--- config.mk ---
export PLATFORM = sky130hd
export DESIGN_NAME = uart_rx
export DESIGN_NICKNAME = d
export VERILOG_FILES = /design/src/rtl/uart_pkg.sv /design/src/rtl/uart_sync2.sv /design/src/rtl/uart_rx.sv
export SDC_FILE = /design/constraint.sdc
export NUM_CORES = 1
export LEC_CHECK = 0
export BUFFER_PORTS_ARGS = -buffer_cell sky130_fd_sc_hd__buf_4
export CAP_MARGIN = 10
export CELL_PAD_IN_SITES_DETAIL_PLACEMENT = 1
export CELL_PAD_IN_SITES_GLOBAL_PLACEMENT = 1
export CORE_ASPECT_RATIO = 0.9
export CORE_MARGIN = 1
export CORE_UTILIZATION = 46
export CTS_CLUSTER_DIAMETER = 50
export CTS_CLUSTER_SIZE = 30
export DETAILED_ROUTE_END_ITERATION = 7
export PLACE_DENSITY_LB_ADDON = 0.08
export SYNTH_ARGS = -nofsm -noshare
export SYNTH_HDL_FRONTEND = slang
export SYNTH_SLANG_ARGS = --single-unit
--- constraint.sdc ---
create_clock -name clock -period 2.1 [get_ports clock]
set_clock_uncertainty 0.05 [all_clocks]
set_input_delay 0.105 -clock clock [delete_from_list [all_inputs] [get_ports clock]]
set_output_delay 0.105 -clock clock [all_outputs]
set_load 0.01 [all_outputs]
--- src/rtl/uart_pkg.sv ---
// uart_pkg: shared UART receiver states, frame constants and baud arithmetic.
package uart_pkg;
  localparam int UART_DATA_BITS = 8;
  typedef enum logic [2:0] {IDLE, START, DATA, STOP, WAIT_HIGH} rx_state_t;
  function automatic int clks_per_bit(input int freq, input int baud);
    return freq / baud;
  endfunction
endpackage

--- src/rtl/uart_sync2.sv ---
// uart_sync2: two-flop synchronizer for an asynchronous input with a configurable reset level.
module uart_sync2 #(
  parameter logic RESET_VALUE = 1'b1
) (
  input  logic clock,
  input  logic reset,
  input  logic d,
  output logic q
);
  logic meta;
  always_ff @(posedge clock) begin
    if (reset) begin
      meta <= RESET_VALUE;
      q <= RESET_VALUE;
    end else begin
      meta <= d;
      q <= meta;
    end
  end
endmodule

--- src/rtl/uart_rx.sv ---
// uart_rx: 8N1 serial receiver with mid-bit sampling, valid strobe and framing-error strobe.
module uart_rx
  import uart_pkg::*;
#(
  parameter int CLOCK_FREQUENCY = 50000000,
  parameter int BAUD_RATE = 9600
) (
  input  logic clock,
  input  logic reset,
  input  logic serial_rx,
  output logic [UART_DATA_BITS-1:0] rx_data_out,
  output logic rx_valid,
  output logic rx_framing_error,
  output logic rx_busy
);
  localparam int C = clks_per_bit(CLOCK_FREQUENCY, BAUD_RATE);
  localparam int CW = $clog2(C);
  localparam int IW = $clog2(UART_DATA_BITS);
  localparam logic [CW-1:0] HALF_LAST = CW'(C / 2 - 1);
  localparam logic [CW-1:0] BIT_LAST = CW'(C - 1);
  localparam logic [IW-1:0] IDX_LAST = IW'(UART_DATA_BITS - 1);
  rx_state_t state;
  logic rx_s;
  logic tick;
  logic [CW-1:0] cnt;
  logic [IW-1:0] idx;
  logic [UART_DATA_BITS-1:0] shift;
  uart_sync2 #(.RESET_VALUE(1'b1)) sync (
    .clock(clock),
    .reset(reset),
    .d(serial_rx),
    .q(rx_s)
  );
  // START waits half a bit to land mid-bit; every later sample is a full bit apart
  assign tick = cnt == (state == START ? HALF_LAST : BIT_LAST);
  always_ff @(posedge clock) begin
    if (reset) begin
      state <= IDLE;
      cnt <= '0;
      idx <= '0;
      shift <= '0;
      rx_data_out <= '0;
      rx_valid <= 1'b0;
      rx_framing_error <= 1'b0;
      rx_busy <= 1'b0;
    end else begin
      rx_valid <= 1'b0;
      rx_framing_error <= 1'b0;
      cnt <= tick ? '0 : cnt + 1'b1;
      case (state)
        IDLE: begin
          cnt <= '0;
          if (!rx_s) begin
            state <= START;
            rx_busy <= 1'b1;
          end
        end
        START: if (tick) begin
          state <= rx_s ? IDLE : DATA;
          rx_busy <= !rx_s;
          idx <= '0;
        end
        DATA: if (tick) begin
          shift[idx] <= rx_s;
          idx <= idx + 1'b1;
          if (idx == IDX_LAST) state <= STOP;
        end
        STOP: if (tick) begin
          state <= rx_s ? IDLE : WAIT_HIGH;
          rx_busy <= !rx_s;
          rx_valid <= rx_s;
          rx_framing_error <= !rx_s;
          if (rx_s) rx_data_out <= shift;
        end
        WAIT_HIGH: begin
          cnt <= '0;
          if (rx_s) begin
            state <= IDLE;
            rx_busy <= 1'b0;
          end
        end
        default: begin
          state <= IDLE;
          rx_busy <= 1'b0;
        end
      endcase
    end
  end
endmodule
==> impl_results.md, run 1 <==
- DP HPWL: 3110 um
- Outcome: finished with violations
- Post-Layout Cell Count: 271
- Failing checks: design-rule violations
- Clk_lat worst skew: 0.30 ns
- Worst-margin pin slew: 0.380 ns
- Cell taking the most area after synthesis: dfxtp_1
- Final-report setup violation count: 0
- Setup TNS: 0 ns
- CTS tree: built
- Via density: 5.82
- Synth-to-Final Area Change: 15.0%
- # rows: 22
- Pre-Repair DR Iteration Count: 6
- CTS root buffer: clkbuf_8
- Critical setup path kind: register to register
- Clock buffer depth: 2
- CP Capture Type: register
- RSZ-0062 raised after global routing: no
- Vias in the first global route: 1564
- Power density over the cells: 633 nW/um2
- Fmax: 503 MHz
- Die width: 71.2 um
- Inst Count DP: 260
- Top-area cell type share of the netlist area: 0.404
- Detailed Route Iter0 Violations: 82
- Nets: 228
- Total CTS buffers: 5
- Final hold violations: 0
- H-tree levels: 2
- Routability cong.: 0.808
- Die ar.: 4580 um2
- # clock sinks: 40
- WL per Instance: 17.4 um
- Fill cells: 464
- Synthesized area per cell: 9.53 um2
- Gate Count Post-Synth: 208
- CP Launch Type: register
- HP Class: input pin to register
- Pin count of the biggest net entering global routing: 32
- Synthesized net count: 214
- Initial antenna violation count: 0
- Total core area: 4100 um2
- GR Overflow Total: 0
- Post-route clock period utilization: 0.947
- Via count: 1577
- First-pass GRT wire length: 7930 um
- Synth top area cells: dfxtp_1, mux2i_1, nand2b_1, nor3_1, o2111ai_1
- Cell variety after synth: 39
- Synthesized cell area: 1980 um2
- ANT cells: 0
- Min Tclk post-route: 1.99 ns
- Max Cap Viol: 0
- CP max stage delay: 0.46 ns
- Io pins: 14
- VDD IR max: 369 uV
- Die height: 64.3 um
- Final max-slew violation count: 0
- Number of port buffers: 13
- Gr usage total: 0.226
- Arrival @ worst endpoint: 2.16 ns
- Ys Warns: 0
- Slowest CP cell: or3b_1
- CTS clock-pin slew for the worst setup and hold paths: 0.08 ns
- Worst path cell trace: or3b_1 > and4_2 > buf_12 > o2111ai_1 > mux2i_1
- Crit path max fanout: 9
- Residual DRC: 1
- Sequential-to-total area share from yosys stat: 0.404
- WL final: 4710 um
- Req. time, crit path: 2.27 ns
- Initial Util: 0.483
- Post-route ant nets: 0
- Slew headroom: 0.747
- Yosys reg bits: 40
- Lkg Pwr: 0.898 nW
- Share of cells above drive strength 1: 0.170
-- logic make-up after synthesis --
group           share of synthesized area
compound gates                      0.112
xor+xnor                           0.0530
buf+inv                            0.0505
mux                                0.0859
simple gates                        0.270
flops                               0.404
fa+ha+maj                          0.0240
-- power by group --
group	internal, mW	switching (mW)	total, mW
registers	0.762	0.00496	0.767
clock network	0.353	0.276	0.629
logic	0.0205	0.0249	0.0453
total	1.14	0.306	1.44
-- stage by stage --
step | total power [mW] | utilization | hold WS, ns | setup WS [ns] | area (um2)
2_1_floorplan | 0.816 | - | 0.159 | 0.212 | 1980
3_3_place_gp | 0.827 | 0.520 | 0.241 | 0.215 | 2130
3_5_place_dp | 0.829 | 0.520 | 0.247 | 0.107 | 2130
4_1_cts | 1.46 | 0.549 | 0.200 | 0.0599 | 2250
5_1_grt | 1.49 | 0.556 | 0.212 | 0.0355 | 2280
6_report | 1.44 | 0.556 | 0.194 | 0.111 | 2280
-- cell usage after synthesis (all sizes together) --
cell and number:
dfxtp 40, mux2i 17, or3b 1, nand2 12, xor2 3, nor3b 4, o21ai 1, a22o 1
and3b 1, nor4 6, o21a 1, inv 6, xnor2 9, nor3 17, o22ai 1, o2111a 1
and3 2, o211ai 4, nand3 5, nand4 3, o32ai 2, buf 6, o2111ai 10, or2 4
nand3b 1, clkbuf 9, and4 2, nand2b 21, maj3 1, a221oi 1, nand4bb 1, ha 3
nor2 11, o41ai 1
-- cell type report --
type | count | area (um2) | area share
Clock buffer | 6 | 72.6 | 0.0319
Clock inverter | 2 | 35.0 | 0.0154
Inverter | 6 | 22.5 | 0.00988
Multi-Input combinational cell | 147 | 1080 | 0.475
Sequential cell | 40 | 801 | 0.351
Tap cell | 48 | 60.1 | 0.0264
Timing Repair Buffer | 22 | 205 | 0.0901
-- cell usage in the layout (no fill, tap or decap), types with 4 or more instances in the layout --
cell | netlist | layout
nor2_1 | 11 | 11
mux2i_1 | 17 | 17
clkbuf_8 | 0 | 5
nor3b_1 | 4 | 4
nor3_1 | 17 | 17
o2111ai_1 | 9 | 9
nand2_1 | 12 | 12
buf_4 | 1 | 18
o211ai_1 | 4 | 4
nor4_1 | 4 | 4
xnor2_1 | 9 | 9
nand2b_1 | 21 | 21
or2_2 | 4 | 4
nand3_1 | 5 | 5
dfxtp_1 | 40 | 40
inv_1 | 6 | 6
-- per-layer routing --
layer,routed length [um],global-route usage
met2,2260,0.367
met5,0,0
met4,68,0.0725
met3,99,0.0536
met1,2290,0.294
-- flip-flops by register name, summed over array words and instances, names as in the netlist, 3 cells and up --
name and count:
shift 8, cnt 13, idx 3, rx_data_out 8, state 3
-- critical path, delay by kind of cell (launching register included) --
family / cells / cell delay, ns
simple gates: 2 / 0.80
mux: 1 / 0.23
flops: 1 / 0.40
compound gates: 1 / 0.25
buf+inv: 1 / 0.17
-- worst paths after layout --
path         startpoint        to  slack [ns]  cells after the start
max            state[1]  shift[4]        0.11                      5
min               reset  state[2]        0.19                      2
max reg2reg    state[1]  shift[4]        0.11                      5
min reg2reg   sync.meta    sync.q        0.37                      1
-- what timing repair did --
| action | CTS | global route |
|---|---|---|
| endpoints found under the hold margin | 1 | 0 |
| endpoints found under the setup margin | 0 | 8 |
| gates resized for setup | 0 | 1 |
| setup buffers | 0 | 2 |
| hold buffers | 1 | 0 |
No activity file was read; power rests on OpenSTA's default activity.
==> run 2: changes to the inputs <==
--- a/config.mk
+++ b/config.mk
@@ -5,17 +5,19 @@
 export SDC_FILE = /design/constraint.sdc
 export NUM_CORES = 1
 export LEC_CHECK = 0
+export ABC_AREA = 1
 export BUFFER_PORTS_ARGS = -buffer_cell sky130_fd_sc_hd__buf_4
 export CAP_MARGIN = 10
 export CELL_PAD_IN_SITES_DETAIL_PLACEMENT = 1
 export CELL_PAD_IN_SITES_GLOBAL_PLACEMENT = 1
 export CORE_ASPECT_RATIO = 0.9
 export CORE_MARGIN = 1
-export CORE_UTILIZATION = 46
-export CTS_CLUSTER_DIAMETER = 50
+export CORE_UTILIZATION = 42
+export CTS_CLUSTER_DIAMETER = 120
 export CTS_CLUSTER_SIZE = 30
 export DETAILED_ROUTE_END_ITERATION = 7
 export PLACE_DENSITY_LB_ADDON = 0.08
+export RECOVER_POWER = 25
 export SYNTH_ARGS = -nofsm -noshare
 export SYNTH_HDL_FRONTEND = slang
 export SYNTH_SLANG_ARGS = --single-unit
==> impl_results.md, run 2 <==
- Most flop-heavy register: cnt (unchanged)
- Initial Util: 0.443 (was 0.483)
- CP max stage delay: 0.35 ns (was 0.46 ns)
- Vias in the first global route: 1509 (was 1564)
- Top-area cell type share of the netlist area: 0.438 (was 0.404)
- Die ar.: 4620 um2 (was 4580 um2)
- Metal1 wirelength: 2090 um (was 2290 um)
- # rows: 22 (unchanged)
- Regs by FF count: cnt (13), rx_data_out (8), shift (8) (unchanged)
- Most common cell after layout, fill and taps aside: nor2_1 (was dfxtp_1)
- Nets: 282 (was 228)
- Most frequent cells in the layout: nor2_1, nand2_1, dfxtp_1 (was dfxtp_1, nand2b_1, buf_4)
- Share of cells above drive strength 1: 0.0761 (was 0.170)
- Io pins: 14 (unchanged)
- CP dominant cell by count: nor2_1
- Final-report setup violation count: 0 (unchanged)
- WL per Instance: 12.9 um (was 17.4 um)
- Cell taking the most area after synthesis: dfxtp_1 (unchanged)
- Top-count cell post-synth: nor2_1 (was dfxtp_1)
- Slew headroom: 0.724 (was 0.747)
- Max Cap Viol: 0 (unchanged)
- Synth-to-Final Area Change: 10.4% (was 15.0%)
- Synth top cells by count: nor2_1, nand2_1, dfxtp_1 (was dfxtp_1, nand2b_1, mux2i_1, nor3_1, nand2_1)
- Largest register FFs: 13 (unchanged)
- Yosys reg bits: 40 (unchanged)
- Clk_lat worst skew: 0.30 ns (about the same)
- Via density: 5.02 (was 5.82)
- Gate Count Post-Synth: 257 (was 208)
- Delay-heaviest family, CP: simple AND/OR/NAND/NOR gates (unchanged)
- Met2 Wirelength: 1860 um (was 2260 um)
- Crit path max fanout: 8 (was 9)
- Slowest CP cell: dfxtp_1 (was or3b_1)
- Pin count of the biggest net entering global routing: 21 (was 32)
- First-pass GRT wire length: 7200 um (was 7930 um)
- Gr usage total: 0.206 (was 0.226)
- Reg-to-reg startpoint: cnt[0] (was state[1])
- Post-route ant nets: 0 (unchanged)
- Synthesized area per cell: 7.11 um2 (was 9.53 um2)
- Number of synthesized flops with an enable pin: 0 (unchanged)
- Arrival @ worst endpoint: 1.95 ns (was 2.16 ns)
- RSZ-0062 raised after global routing: no (unchanged)
- Setup TNS: 0 ns (unchanged)
- Sequential-to-total area share from yosys stat: 0.438 (was 0.404)
- Initial antenna violation count: 0 (unchanged)
- # clock sinks: 40 (unchanged)
- Req. time, crit path: 2.24 ns (was 2.27 ns)
- CP Capture Type: register (unchanged)
- Post-layout util: 0.489 (was 0.556)
- Synth top area cells: dfxtp_1, nor2_1, nand2_1, inv_1, nand3_1 (was dfxtp_1, mux2i_1, nand2b_1, nor3_1, o2111ai_1)
- Crit path buffers/inverters: 1 (unchanged)
- Outcome: finished clean (was finished with violations)
- ANT cells: 0 (unchanged)
- Via count: 1627 (was 1577)
- Final hold violations: 0 (unchanged)
- H-tree levels: 2 (unchanged)
- Total core area: 4130 um2 (was 4100 um2)
- Post-Layout Cell Count: 324 (was 271)
- Min Tclk post-route: 1.81 ns (was 1.99 ns)
- Pre-Repair DR Iteration Count: 4 (was 6)
- Hold_sp: sync.meta (was reset)
- Lkg Pwr: 0.857 nW (was 0.898 nW)
- CTS root buffer: clkbuf_8 (unchanged)
- CP Launch Point: cnt[0] (was state[1])
- Routability cong.: 0.804 (was 0.808)
- Worst path cell trace: ha_1 > nand2_1 > nor2_4 > nand3_4 > inv_1 > nand3_1 > nor2_1 > nor2_1 (was or3b_1 > and4_2 > buf_12 > o2111ai_1 > mux2i_1)
- Fill cells: 563 (was 464)
- Worst-margin pin slew: 0.413 ns (was 0.380 ns)
- Setup Fix Bufs, Post-CTS: 0 (unchanged)
- Detailed Route Iter0 Violations: 62 (was 82)
- Post-route clock period utilization: 0.860 (was 0.947)
- Fmax: 553 MHz (was 503 MHz)
- CTS clock-pin slew for the worst setup and hold paths: 0.08 ns (about the same)
- Critical setup path kind: register to register (unchanged)
- Final Power: 1.58 mW (was 1.44 mW)
- Met3 Routed Length: 127 um (was 99 um)
- CP Launch Type: register (unchanged)
- Post-synthesis async set-or-reset flop share: 0 (unchanged)
- Synthesized net count: 263 (was 214)
- Total CTS buffers: 5 (unchanged)
- Cell variety after synth: 27 (was 39)
- Ys Warns: 0 (unchanged)
- Max layer used: met4 (unchanged)
- Synthesized cell area: 1830 um2 (was 1980 um2)
- VDD IR max: 435 uV (was 369 uV)
- Residual DRC: 0 (was 1)
- GR Overflow Total: 0 (unchanged)
- Power density over the cells: 782 nW/um2 (was 633 nW/um2)
- CTS tree: built (unchanged)
- WL final: 4170 um (was 4710 um)
- Die width: 71.5 um (was 71.2 um)
- Inst Count DP: 315 (was 260)
- HP Class: register to register (was input pin to register)
- Number of port buffers: 13 (unchanged)
- Die height: 64.6 um (was 64.3 um)
- Clock buffer depth: 2 (unchanged)
- Ys flop type: dfxtp_1 (unchanged)
- DP HPWL: 3010 um (was 3110 um)
- Final max-slew violation count: 0 (unchanged)
run 2: changes by cell type in the layout (fill, tap and decap cells not counted), sizes merged, moves of 17 or more:
cell    before  now
nand2       12   50
mux2i       17    0
nor2        11   66
inv          6   31
buf         21    4
nand2b      21    0
run 2: final timing paths:
kind / slack, ns / depth (start not counted) / to
worst max-delay path: 0.29 / 8 / rx_data_out[1]
worst min-delay path: 0.36 / 1 / sync.q
worst max register to register: 0.29 / 8 / rx_data_out[1]
worst min register to register: 0.36 / 1 / sync.q
run 2: kinds of logic (layout without fill, tap and decap cells):
family | count (synthesis) | count (layout) | share of synthesized area
XOR/XNOR | 6 | 6 | 0.0287
flip-flops | 40 | 40 | 0.438
AND/OR/NAND/NOR | 150 | 150 | 0.367
adder cells (fa/ha/maj) | 3 | 3 | 0.0205
AO/OA/AOI/OAI | 21 | 21 | 0.0589
buffers and inverters | 37 | 56 | 0.0869
run 2: cell type report:
class / count / area (um2) / share of cell area
flip-flops and latches: 40 / 801 / 0.397
clock inverters: 1 / 5.00 / 0.00248
inverters: 31 / 116 / 0.0577
repair buffers: 18 / 95.1 / 0.0471
multi-input cells: 180 / 868 / 0.430
clock buffers: 6 / 72.6 / 0.0360
well taps: 48 / 60.1 / 0.0298
run 2: report_power, final:
group	total [mW]	internal [mW]	leakage, nW	switching (mW)
combinational	0.262	0.0908	0.493	0.171
clock	0.492	0.226	0.0410	0.266
sequential	0.825	0.791	0.323	0.0347
run 2: metal layers:
metal,up-vias,track usage
met5,-,0
met4,0,0.0956
met1,756,0.275
met2,19,0.320
li1,842,-
met3,10,0.0420
run 2: through the flow:
step	worst slack [ns]	hold slack, ns	cell area (um2)
finish	0.293	0.363	2020
global route	0.0666	0.370	2020
CTS	0.273	0.366	2060
detailed placement	0.284	0.244	1970
global placement	0.347	0.240	1970
floorplan	0.642	0.124	1830
run 2: what timing repair did:
action	in CTS	in global routing
hold endpoints to repair	5	0
gates resized for setup	0	0
hold buffers	2	0
==> run 3: changes to the inputs <==
--- a/config.mk
+++ b/config.mk
@@ -5,14 +5,13 @@
 export SDC_FILE = /design/constraint.sdc
 export NUM_CORES = 1
 export LEC_CHECK = 0
-export ABC_AREA = 1
 export BUFFER_PORTS_ARGS = -buffer_cell sky130_fd_sc_hd__buf_4
 export CAP_MARGIN = 10
 export CELL_PAD_IN_SITES_DETAIL_PLACEMENT = 1
 export CELL_PAD_IN_SITES_GLOBAL_PLACEMENT = 1
 export CORE_ASPECT_RATIO = 0.9
 export CORE_MARGIN = 1
-export CORE_UTILIZATION = 42
+export CORE_UTILIZATION = 46
 export CTS_CLUSTER_DIAMETER = 120
 export CTS_CLUSTER_SIZE = 30
 export DETAILED_ROUTE_END_ITERATION = 7
==> impl_results.md, run 3 (synthesis gave the netlist of run 1 again) <==
- RSZ-0062 raised after global routing: no (unchanged)
- Worst path cell trace: or3b_1 > and4_2 > buf_12 > o2111ai_1 > mux2i_1 (was ha_1 > nand2_1 > nor2_4 > nand3_4 > inv_1 > nand3_1 > nor2_1 > nor2_1)
- Synth-to-Final Area Change: 13.1% (was 10.4%)
- Fmax: 503 MHz (was 553 MHz)
- Initial Util: 0.483 (was 0.443)
- Most frequent cells in the layout: dfxtp_1, nand2b_1, mux2i_1, nor3_1, nand2_1 (was nor2_1, nand2_1, dfxtp_1)
- Gr usage total: 0.226 (was 0.206)
- FF-to-FF End: shift[4] (was rx_data_out[1])
- ANT cells: 0 (unchanged)
- Power density over the cells: 644 nW/um2 (was 782 nW/um2)
- Req. time, crit path: 2.27 ns (was 2.24 ns)
- CP max stage delay: 0.47 ns (was 0.35 ns)
- Critical setup path kind: register to register (unchanged)
- Final WS setup: 0.113 ns (was 0.293 ns)
- Clk_lat worst skew: 0.30 ns (about the same)
- Fin Hold WS: 0.190 ns (was 0.363 ns)
- Setup TNS: 0 ns (unchanged)
- Detailed Route Iter0 Violations: 81 (was 62)
- Min Tclk post-route: 1.99 ns (was 1.81 ns)
- Outcome: finished with violations (was finished clean)
- Most common cell after layout, fill and taps aside: dfxtp_1 (was nor2_1)
- GR Overflow Total: 0 (unchanged)
- CTS clock-pin slew for the worst setup and hold paths: 0.08 ns (about the same)
- Area of the multi-input gates: 1080 um2 (was 868 um2)
- Hold_sp: reset (was sync.meta)
- Regs by FF count: cnt (13), rx_data_out (8), shift (8) (unchanged)
- Largest register FFs: 13 (unchanged)
- First-pass GRT wire length: 7930 um (was 7200 um)
- Initial antenna violation count: 0 (unchanged)
- Max Cap Viol: 0 (unchanged)
- # rows: 22 (unchanged)
- Worst Reg-to-Reg Cells: 5 (was 8)
- Register Area: 801 um2 (unchanged)
- Crit path max fanout: 9 (was 8)
- Sink of the worst hold path: state[2] (was sync.q)
- Slew headroom: 0.747 (was 0.724)
- CP Launch Type: register (unchanged)
- WL per Instance: 17.4 um (was 12.9 um)
- Die ar.: 4580 um2 (was 4620 um2)
- VDD IR max: 369 uV (was 435 uV)
- Fill cells: 471 (was 563)
- FF-to-FF setup slack: 0.11 ns (was 0.29 ns)
- Via density: 5.84 (was 5.02)
- Worst-margin pin slew: 0.379 ns (was 0.413 ns)
- Clock buffer depth: 2 (unchanged)
- Total core area: 4100 um2 (was 4130 um2)
- CTS root buffer: clkbuf_8 (unchanged)
- Final hold violations: 0 (unchanged)
- Lkg Pwr: 0.855 nW (was 0.857 nW)
- Total CTS buffers: 5 (unchanged)
- Final Power: 1.44 mW (was 1.58 mW)
- Die height: 64.3 um (was 64.6 um)
- Share of cells above drive strength 1: 0.126 (was 0.0761)
- Nets: 228 (was 282)
- Final max-slew violation count: 0 (unchanged)
- Slowest CP cell: or3b_1 (was dfxtp_1)
- Io pins: 14 (unchanged)
- DP HPWL: 3110 um (was 3010 um)
- Vias in the first global route: 1564 (was 1509)
- CP Capture Type: register (unchanged)
- Arrival @ worst endpoint: 2.15 ns (was 1.95 ns)
- Pre-Repair DR Iteration Count: 6 (was 4)
- Number of port buffers: 13 (unchanged)
- Post-route clock period utilization: 0.946 (was 0.860)
- H-tree levels: 2 (unchanged)
- Via count: 1582 (was 1627)
- # clock sinks: 40 (unchanged)
- Finished Cell Area: 2240 um2 (was 2020 um2)
- Routability cong.: 0.808 (was 0.804)
- Residual DRC: 1 (was 0)
- WL final: 4720 um (was 4170 um)
- CTS tree: built (unchanged)
- Pin count of the biggest net entering global routing: 32 (was 21)
- Worst Hold Depth: 2 (was 1)
- Most flop-heavy register: cnt (unchanged)
- Final-report setup violation count: 0 (unchanged)
- Pre-CTS setup slack: 0.107 ns (was 0.284 ns)
- Dpl cell area: 2130 um2 (was 1970 um2)
- Die width: 71.2 um (was 71.5 um)
- Reg-to-reg startpoint: state[2] (was cnt[0])
- HP Class: input pin to register (was register to register)
- Post-route ant nets: 0 (unchanged)
- Failing checks: design-rule violations
-- run 3: cell types whose count changed in the layout (fill, tap and decap cells not counted), sizes merged, moves of 8 or more --
cell,change
o2111ai,+10
nand2b,+21
o21ai,-10
xnor2,+8
nor2,-55
inv,-25
mux2i,+17
nand2,-38
nor3,+14
nand3,-16
a21oi,-8
-- run 3: per-stage QoR --
stage	util	cells
6_report	0.546	271
2_1_floorplan	-	208
4_1_cts	0.549	269
5_1_grt	0.546	271
3_5_place_dp	0.520	260
3_3_place_gp	0.520	260
-- run 3: what timing repair did --
action,4_1_cts,5_1_grt
buffers inserted,0,2
hold buffers,1,0
endpoints found under the setup margin,0,8
hold endpoints to repair,1,0
gates resized for setup,0,1
-- run 3: area by class of cell --
class,instances,share of cell area
clock inverter,2,0.0156
timing repair buffer,22,0.0748
clock buffer,6,0.0324
sequential,40,0.357
tap,48,0.0268
multi-input combinational,147,0.483
inverter,6,0.0101
-- run 3: worst max path at each step --
stage,start,end,slack (ns),cells past startpoint
after global placement,state[2],shift[4],0.21,5
final,state[2],shift[4],0.11,5
after detailed placement,state[1],rx_data_out[4],0.11,4
after floorplan,cnt[0],shift[1],0.21,6
after CTS,state[1],rx_data_out[4],0.06,4
after global routing,state[1],shift[4],0.04,5
-- run 3: worst max-delay path: cells and delay by family (launching register included) --
family                 cells  cell delay, ns
and+or+nand+nor            2            0.81
AOI/OAI and AO/OA          1            0.25
DFF                        1            0.39
buffers and inverters      1            0.17
muxes                      1            0.23
-- run 3: report_power, final --
part	switching [mW]	leakage (nW)	internal, mW	total [mW]
sequential	0.00492	0.323	0.762	0.767
combinational	0.0248	0.477	0.0204	0.0452
clock	0.279	0.0552	0.353	0.631
-- run 3: layer usage --
metal / up-vias / global-route usage / part of all wire
met5: - / 0 / 0
li1: 773 / - / -
met2: 27 / 0.367 / 0.48
met1: 775 / 0.294 / 0.48
met3: 7 / 0.0536 / 0.027
met4: 0 / 0.0725 / 0.014
